$ cat config.mk
export PLATFORM = sky130hd
export DESIGN_NAME = fir_tap_mac_reader
export DESIGN_NICKNAME = d
export VERILOG_FILES = /design/src/rtl/adaptive_filter_pkg.sv /design/src/rtl/fir_mac_unit.sv /design/src/rtl/fir_tap_mac_reader.sv
export SDC_FILE = /design/constraint.sdc
export NUM_CORES = 2
export LEC_CHECK = 0
export CORE_AREA = 2 2 587 589
export CTS_BUF_LIST = sky130_fd_sc_hd__clkbuf_4
export CTS_CLUSTER_SIZE = 10
export DETAILED_ROUTE_END_ITERATION = 10
export DIE_AREA = 0 0 589 591
export HOLD_SLACK_MARGIN = 0.1
export PLACE_DENSITY = 0.3
export SYNTH_ARGS = -nofsm -noshare
export SYNTH_HDL_FRONTEND = slang
export SYNTH_SLANG_ARGS = --single-unit
$ cat constraint.sdc
create_clock -name clk -period 8.9 [get_ports clk]
set_clock_uncertainty 0.1 [all_clocks]
set_input_delay 1.335 -clock clk [delete_from_list [all_inputs] [get_ports clk]]
set_output_delay 1.335 -clock clk [all_outputs]
set_load 0.02 [all_outputs]
$ cat src/rtl/adaptive_filter_pkg.sv
// Shared constants, state encoding and flattened-bus helpers for the adaptive filter.
package adaptive_filter_pkg;

    localparam int unsigned NTAPS   = 32;
    localparam int unsigned W_W     = 32;
    localparam int unsigned R_W     = 14;
    localparam int unsigned Y_SHIFT = 18;
    localparam int unsigned IDX_W   = $clog2(NTAPS);
    localparam int unsigned P_W     = W_W + R_W;
    localparam int unsigned ACC_W   = W_W + R_W + $clog2(NTAPS);

    typedef enum logic [1:0] {
        ST_IDLE  = 2'd0,
        ST_MAC   = 2'd1,
        ST_FINAL = 2'd2,
        ST_DONE  = 2'd3
    } state_t;

    function automatic logic [W_W-1:0] weight_tap(input logic [NTAPS*W_W-1:0] bus,
                                                  input logic [IDX_W-1:0]     i);
        return bus[32'(i) * W_W +: W_W];
    endfunction

    function automatic logic [R_W-1:0] reff_tap(input logic [NTAPS*R_W-1:0] bus,
                                                input logic [IDX_W-1:0]     i);
        return bus[32'(i) * R_W +: R_W];
    endfunction

endpackage

$ cat src/rtl/fir_mac_unit.sv
// Unsigned multiply-accumulate with synchronous clear and enable.
module fir_mac_unit
    import adaptive_filter_pkg::*;
(
    input  logic             clk,
    input  logic             rstn,
    input  logic             clr,
    input  logic             en,
    input  logic [W_W-1:0]   w,
    input  logic [R_W-1:0]   r,
    output logic [ACC_W-1:0] acc
);

    logic [P_W-1:0] prod;

    assign prod = P_W'(w) * P_W'(r);

    always_ff @(posedge clk or negedge rstn) begin
        if (!rstn) begin
            acc <= '0;
        end else if (clr) begin
            acc <= '0;
        end else if (en) begin
            acc <= acc + ACC_W'(prod);
        end
    end

endmodule

$ cat src/rtl/fir_tap_mac_reader.sv
// Evaluates y = sum(w_i * reff_i) >> Y_SHIFT with one shared MAC, then |d - y| and its sign.
module fir_tap_mac_reader
    import adaptive_filter_pkg::*;
(
    input  logic                 clk,
    input  logic                 rstn,
    input  logic                 start,
    input  logic [R_W-1:0]       d,
    input  logic [NTAPS*W_W-1:0] weight_bus,
    input  logic [NTAPS*R_W-1:0] reff_bus,
    output logic                 busy,
    output logic                 out_valid,
    input  logic                 out_ready,
    output logic [R_W-1:0]       y,
    output logic [R_W-1:0]       e,
    output logic                 e_neg
);

    localparam logic [ACC_W-1:0] Y_MAX = ACC_W'((1 << R_W) - 1);

    state_t           state, state_nx;
    logic [IDX_W-1:0] idx, idx_nx;
    logic [R_W-1:0]   d_reg, d_nx;
    logic             mac_clr, mac_en, res_ld;
    logic [ACC_W-1:0] acc, acc_sh;
    logic [R_W-1:0]   y_sat, e_mag;
    logic             y_gt_d;

    fir_mac_unit u_mac (
        .clk  (clk),
        .rstn (rstn),
        .clr  (mac_clr),
        .en   (mac_en),
        .w    (weight_tap(weight_bus, idx)),
        .r    (reff_tap(reff_bus, idx)),
        .acc  (acc)
    );

    // Scale, saturate and form the error from the completed accumulation
    always_comb begin
        acc_sh = acc >> Y_SHIFT;
        y_sat  = (acc_sh > Y_MAX) ? '1 : acc_sh[R_W-1:0];
        y_gt_d = (y_sat > d_reg);
        e_mag  = y_gt_d ? (y_sat - d_reg) : (d_reg - y_sat);
    end

    always_comb begin
        state_nx = state;
        idx_nx   = idx;
        d_nx     = d_reg;
        mac_clr  = 1'b0;
        mac_en   = 1'b0;
        res_ld   = 1'b0;
        case (state)
            ST_IDLE: begin
                if (start) begin
                    state_nx = ST_MAC;
                    idx_nx   = '0;
                    d_nx     = d;
                    mac_clr  = 1'b1;
                end
            end
            ST_MAC: begin
                mac_en = 1'b1;
                if (idx == IDX_W'(NTAPS - 1)) begin
                    state_nx = ST_FINAL;
                    idx_nx   = '0;
                end else begin
                    idx_nx = idx + IDX_W'(1);
                end
            end
            ST_FINAL: begin
                res_ld   = 1'b1;
                state_nx = ST_DONE;
            end
            ST_DONE: begin
                if (out_ready) begin
                    state_nx = ST_IDLE;
                end
            end
            default: state_nx = ST_IDLE;
        endcase
    end

    always_ff @(posedge clk or negedge rstn) begin
        if (!rstn) begin
            state     <= ST_IDLE;
            idx       <= '0;
            d_reg     <= '0;
            busy      <= 1'b0;
            out_valid <= 1'b0;
            y         <= '0;
            e         <= '0;
            e_neg     <= 1'b0;
        end else begin
            state     <= state_nx;
            idx       <= idx_nx;
            d_reg     <= d_nx;
            busy      <= (state_nx == ST_MAC) || (state_nx == ST_FINAL);
            out_valid <= (state_nx == ST_DONE);
            if (res_ld) begin
                y     <= y_sat;
                e     <= e_mag;
                e_neg <= y_gt_d;
            end
        end
    end

endmodule

==> impl_metrics.env <==
export IMPL_rows=215
export IMPL_holdCritPathClass="flop to flop"
export IMPL_ff2ff_path_depth=29
export IMPL_dieWidth_um=589
export IMPL_rsz0062_at_grt="yes"
export IMPL_clock_tree_root_cell="clkbuf_4"
export IMPL_start_kind="input port"
export IMPL_synth_edff_count=0
export IMPL_cts_made_buffers=9
export IMPL_num_vias=33400
export IMPL_drv_slew=0
export IMPL_outcome="completed"
export IMPL_ctsHoldBuffers=0
export IMPL_grt_max_degree=64
export IMPL_fin_crit_sh=0.984
export IMPL_layout_drive_gt1_share=0.242
export IMPL_antenna_found_initial=257
export IMPL_synthTopCellsByArea="mux4_2 33%, fa_1 25%, dfrtp_1 8.1%"
export IMPL_worstPathMaxFanout=4
export IMPL_mostFrequentLayoutCell="clkdlybuf4s50_1"
export IMPL_netlist_area_um2=31800
export IMPL_grt_pass1_wl_um=391000
export IMPL_yosys_area_top_type="mux4_2"
export IMPL_clk_pin_slew_ns=0.21
export IMPL_gp_congestion=0.929
export IMPL_syn_area_per_cell_um2=10.7
export IMPL_arrival_ns=9.28
export IMPL_holdCritStartpoint="e[4]"
export IMPL_synth_cells=2979
export IMPL_clock_latency_ns=0.73
export IMPL_grt_use_total=0.174
export IMPL_synth_nets=5016
export IMPL_end_kind="flop"
export IMPL_worst_pin_slew_ns=0.947
export IMPL_hold_violations=0
export IMPL_max_freq_mhz=114
export IMPL_worstSetupPathType="input port to flop"
export IMPL_cts_tree="built"
export IMPL_finalNetCount=6896
export IMPL_port_buffers=1520
export IMPL_multi_input_area_um2=26800
export IMPL_final_cell_mix="1516 x clkdlybuf4s50_1, 460 x mux4_2, 456 x buf_4, 451 x inv_1, 421 x nand2_1"
export IMPL_drc=0
export IMPL_grt_ovfl_total=0
export IMPL_first_global_vias=35900
export IMPL_start_util=0.0931
export IMPL_whs_path_depth=2
export IMPL_critPathLaunch="weight_bus[744]"
export IMPL_wl_per_cell_um=32.8
export IMPL_rr_startpoint="idx[0]"
export IMPL_regMostFlops="u_mac.acc"
export IMPL_coreArea_um2=342000
export IMPL_seq_area_um2=2600
export IMPL_dp_slack_ns=-1.28
export IMPL_setup_viol=0
export IMPL_fillers=38100
export IMPL_worst_slack_ns=0.141
export IMPL_finalWirelength_um=311000
export IMPL_die_area_um2=348000
export IMPL_yosysWarnings=0
export IMPL_viasPerCell=3.52
export IMPL_relSlewSlack=0.366
export IMPL_maxCapViolCount=0
export IMPL_ys_seq_area_frac=0.0810
export IMPL_worstPathRequired_ns=9.42
export IMPL_dieHeight_um=591
export IMPL_clk_path_buf_depth=2
export IMPL_ys_ff_latch=103
export IMPL_hpwlAfterDp_um=286000
export IMPL_htree_levels=3
export IMPL_yosysTopAreaCellShare=0.326
export IMPL_ys_types=68
export IMPL_final_antenna_net_count=0
export IMPL_fin_crit_ns=8.76
export IMPL_first_pass_iters=5
export IMPL_largest_register_ffs=51
export IMPL_postSynth_asyncResetShare=1.00
export IMPL_synth_main_ff_cell="dfrtp_1"
export IMPL_clkSinkCount=103
export IMPL_area_growth_pct=81.9
export IMPL_ioPinCount=1521
export IMPL_dr_first_iter_drc_count=2194
[final cells by class]
cell class,count,area share
timing repair buffer,2080,0.356
inverter,481,0.0312
clock buffer,10,0.00130
multi-input combinational,2184,0.463
clock inverter,6,0.00115
sequential,103,0.0448
tap,4557,0.0985
antenna,80,0.00346
[through the flow]
stage               hold WS (ns)  cells  setup TNS [ns]  cell area, um2   util
finish                     0.409   9501               0           57900  0.169
global route               0.431   9448         -0.0899           57800  0.169
CTS                        0.415   9392               0           57200  0.167
detailed placement         0.374   9368          -34.41           56800  0.166
global placement           0.371   9368          -38.56           56800  0.166
floorplan                  0.372   2979               0           31800      -
[metal layers]
layer  up-vias  track usage  share of wire
li1      14200            -              -
met5         -            0         0.0030
met4       140       0.0238          0.015
met2      1510        0.287           0.47
met3       390       0.0714           0.10
met1     17200        0.215           0.41
[cell families (layout without fill, tap and decap cells)]
group                      count (synthesis)  count (layout)  synth area share
buffers and inverters                    692            2577            0.0877
xor gates and xnor gates                  52              52            0.0143
other                                      0              80                 0
and+or+nand+nor                          750             750            0.0992
DFF                                      103             103            0.0810
AOI/OAI and AO/OA                        315             315            0.0600
adders and majority gates                547             547             0.311
muxes                                    520             520             0.347
[cell usage after synthesis (10+ instances only)]
library cell    n
mux4_2        460
inv_1         454
nand2_1       423
fa_1          405
nor2_1        184
ha_1          142
o21ai_0       113
dfrtp_1       103
clkbuf_1      100
buf_2          81
a21oi_1        79
nor2b_1        60
mux2_2         38
xnor2_1        28
inv_2          27
xor2_1         24
a21o_1         23
and2_1         15
nand4_1        15
mux2i_1        14
o211ai_1       14
buf_1          13
nand2b_1       13
nor3_1         13
o21ai_1        12
o21bai_1       10
[critical path, cell delays in order]
cell             delay (ns)
clkdlybuf4s50_1        0.46
buf_12                 0.16
mux4_2                 0.63
mux4_2                 0.53
mux2i_4                0.29
buf_6                  0.16
nor2_1                 0.05
fa_1                   0.48
inv_1                  0.08
fa_1                   0.59
inv_2                  0.05
fa_1                   0.51
inv_1                  0.05
fa_1                   0.46
fa_1                   0.56
inv_2                  0.05
fa_1                   0.55
ha_4                   0.22
a211o_1                0.30
o21ai_4                0.28
a41o_4                 0.28
a2111oi_4              0.07
buf_4                  0.16
o211ai_1               0.25
a21oi_2                0.10
or3_1                  0.34
a32o_1                 0.25
[path summary, 6_finish.rpt]
kind | end | slack (ns)
worst max-delay path | u_mac.acc[44] | 0.14
worst min-delay path | e[4] | 0.41
worst max register to register | u_mac.acc[44] | 0.21
worst min register to register | e[4] | 0.41
max in group asynchronous | idx[1] | 6.65
min in group asynchronous | e[4] | 0.56
[timing repair]
item	4_1_cts	5_1_grt
gates cloned	2	1
buffers inserted	7	29
endpoints found under the setup margin	23	20
pin swaps	4	20
resized for setup	32	70
Power is not shown: default switching activity piles up to over one toggle a cycle in this logic, so the estimate is an artifact.
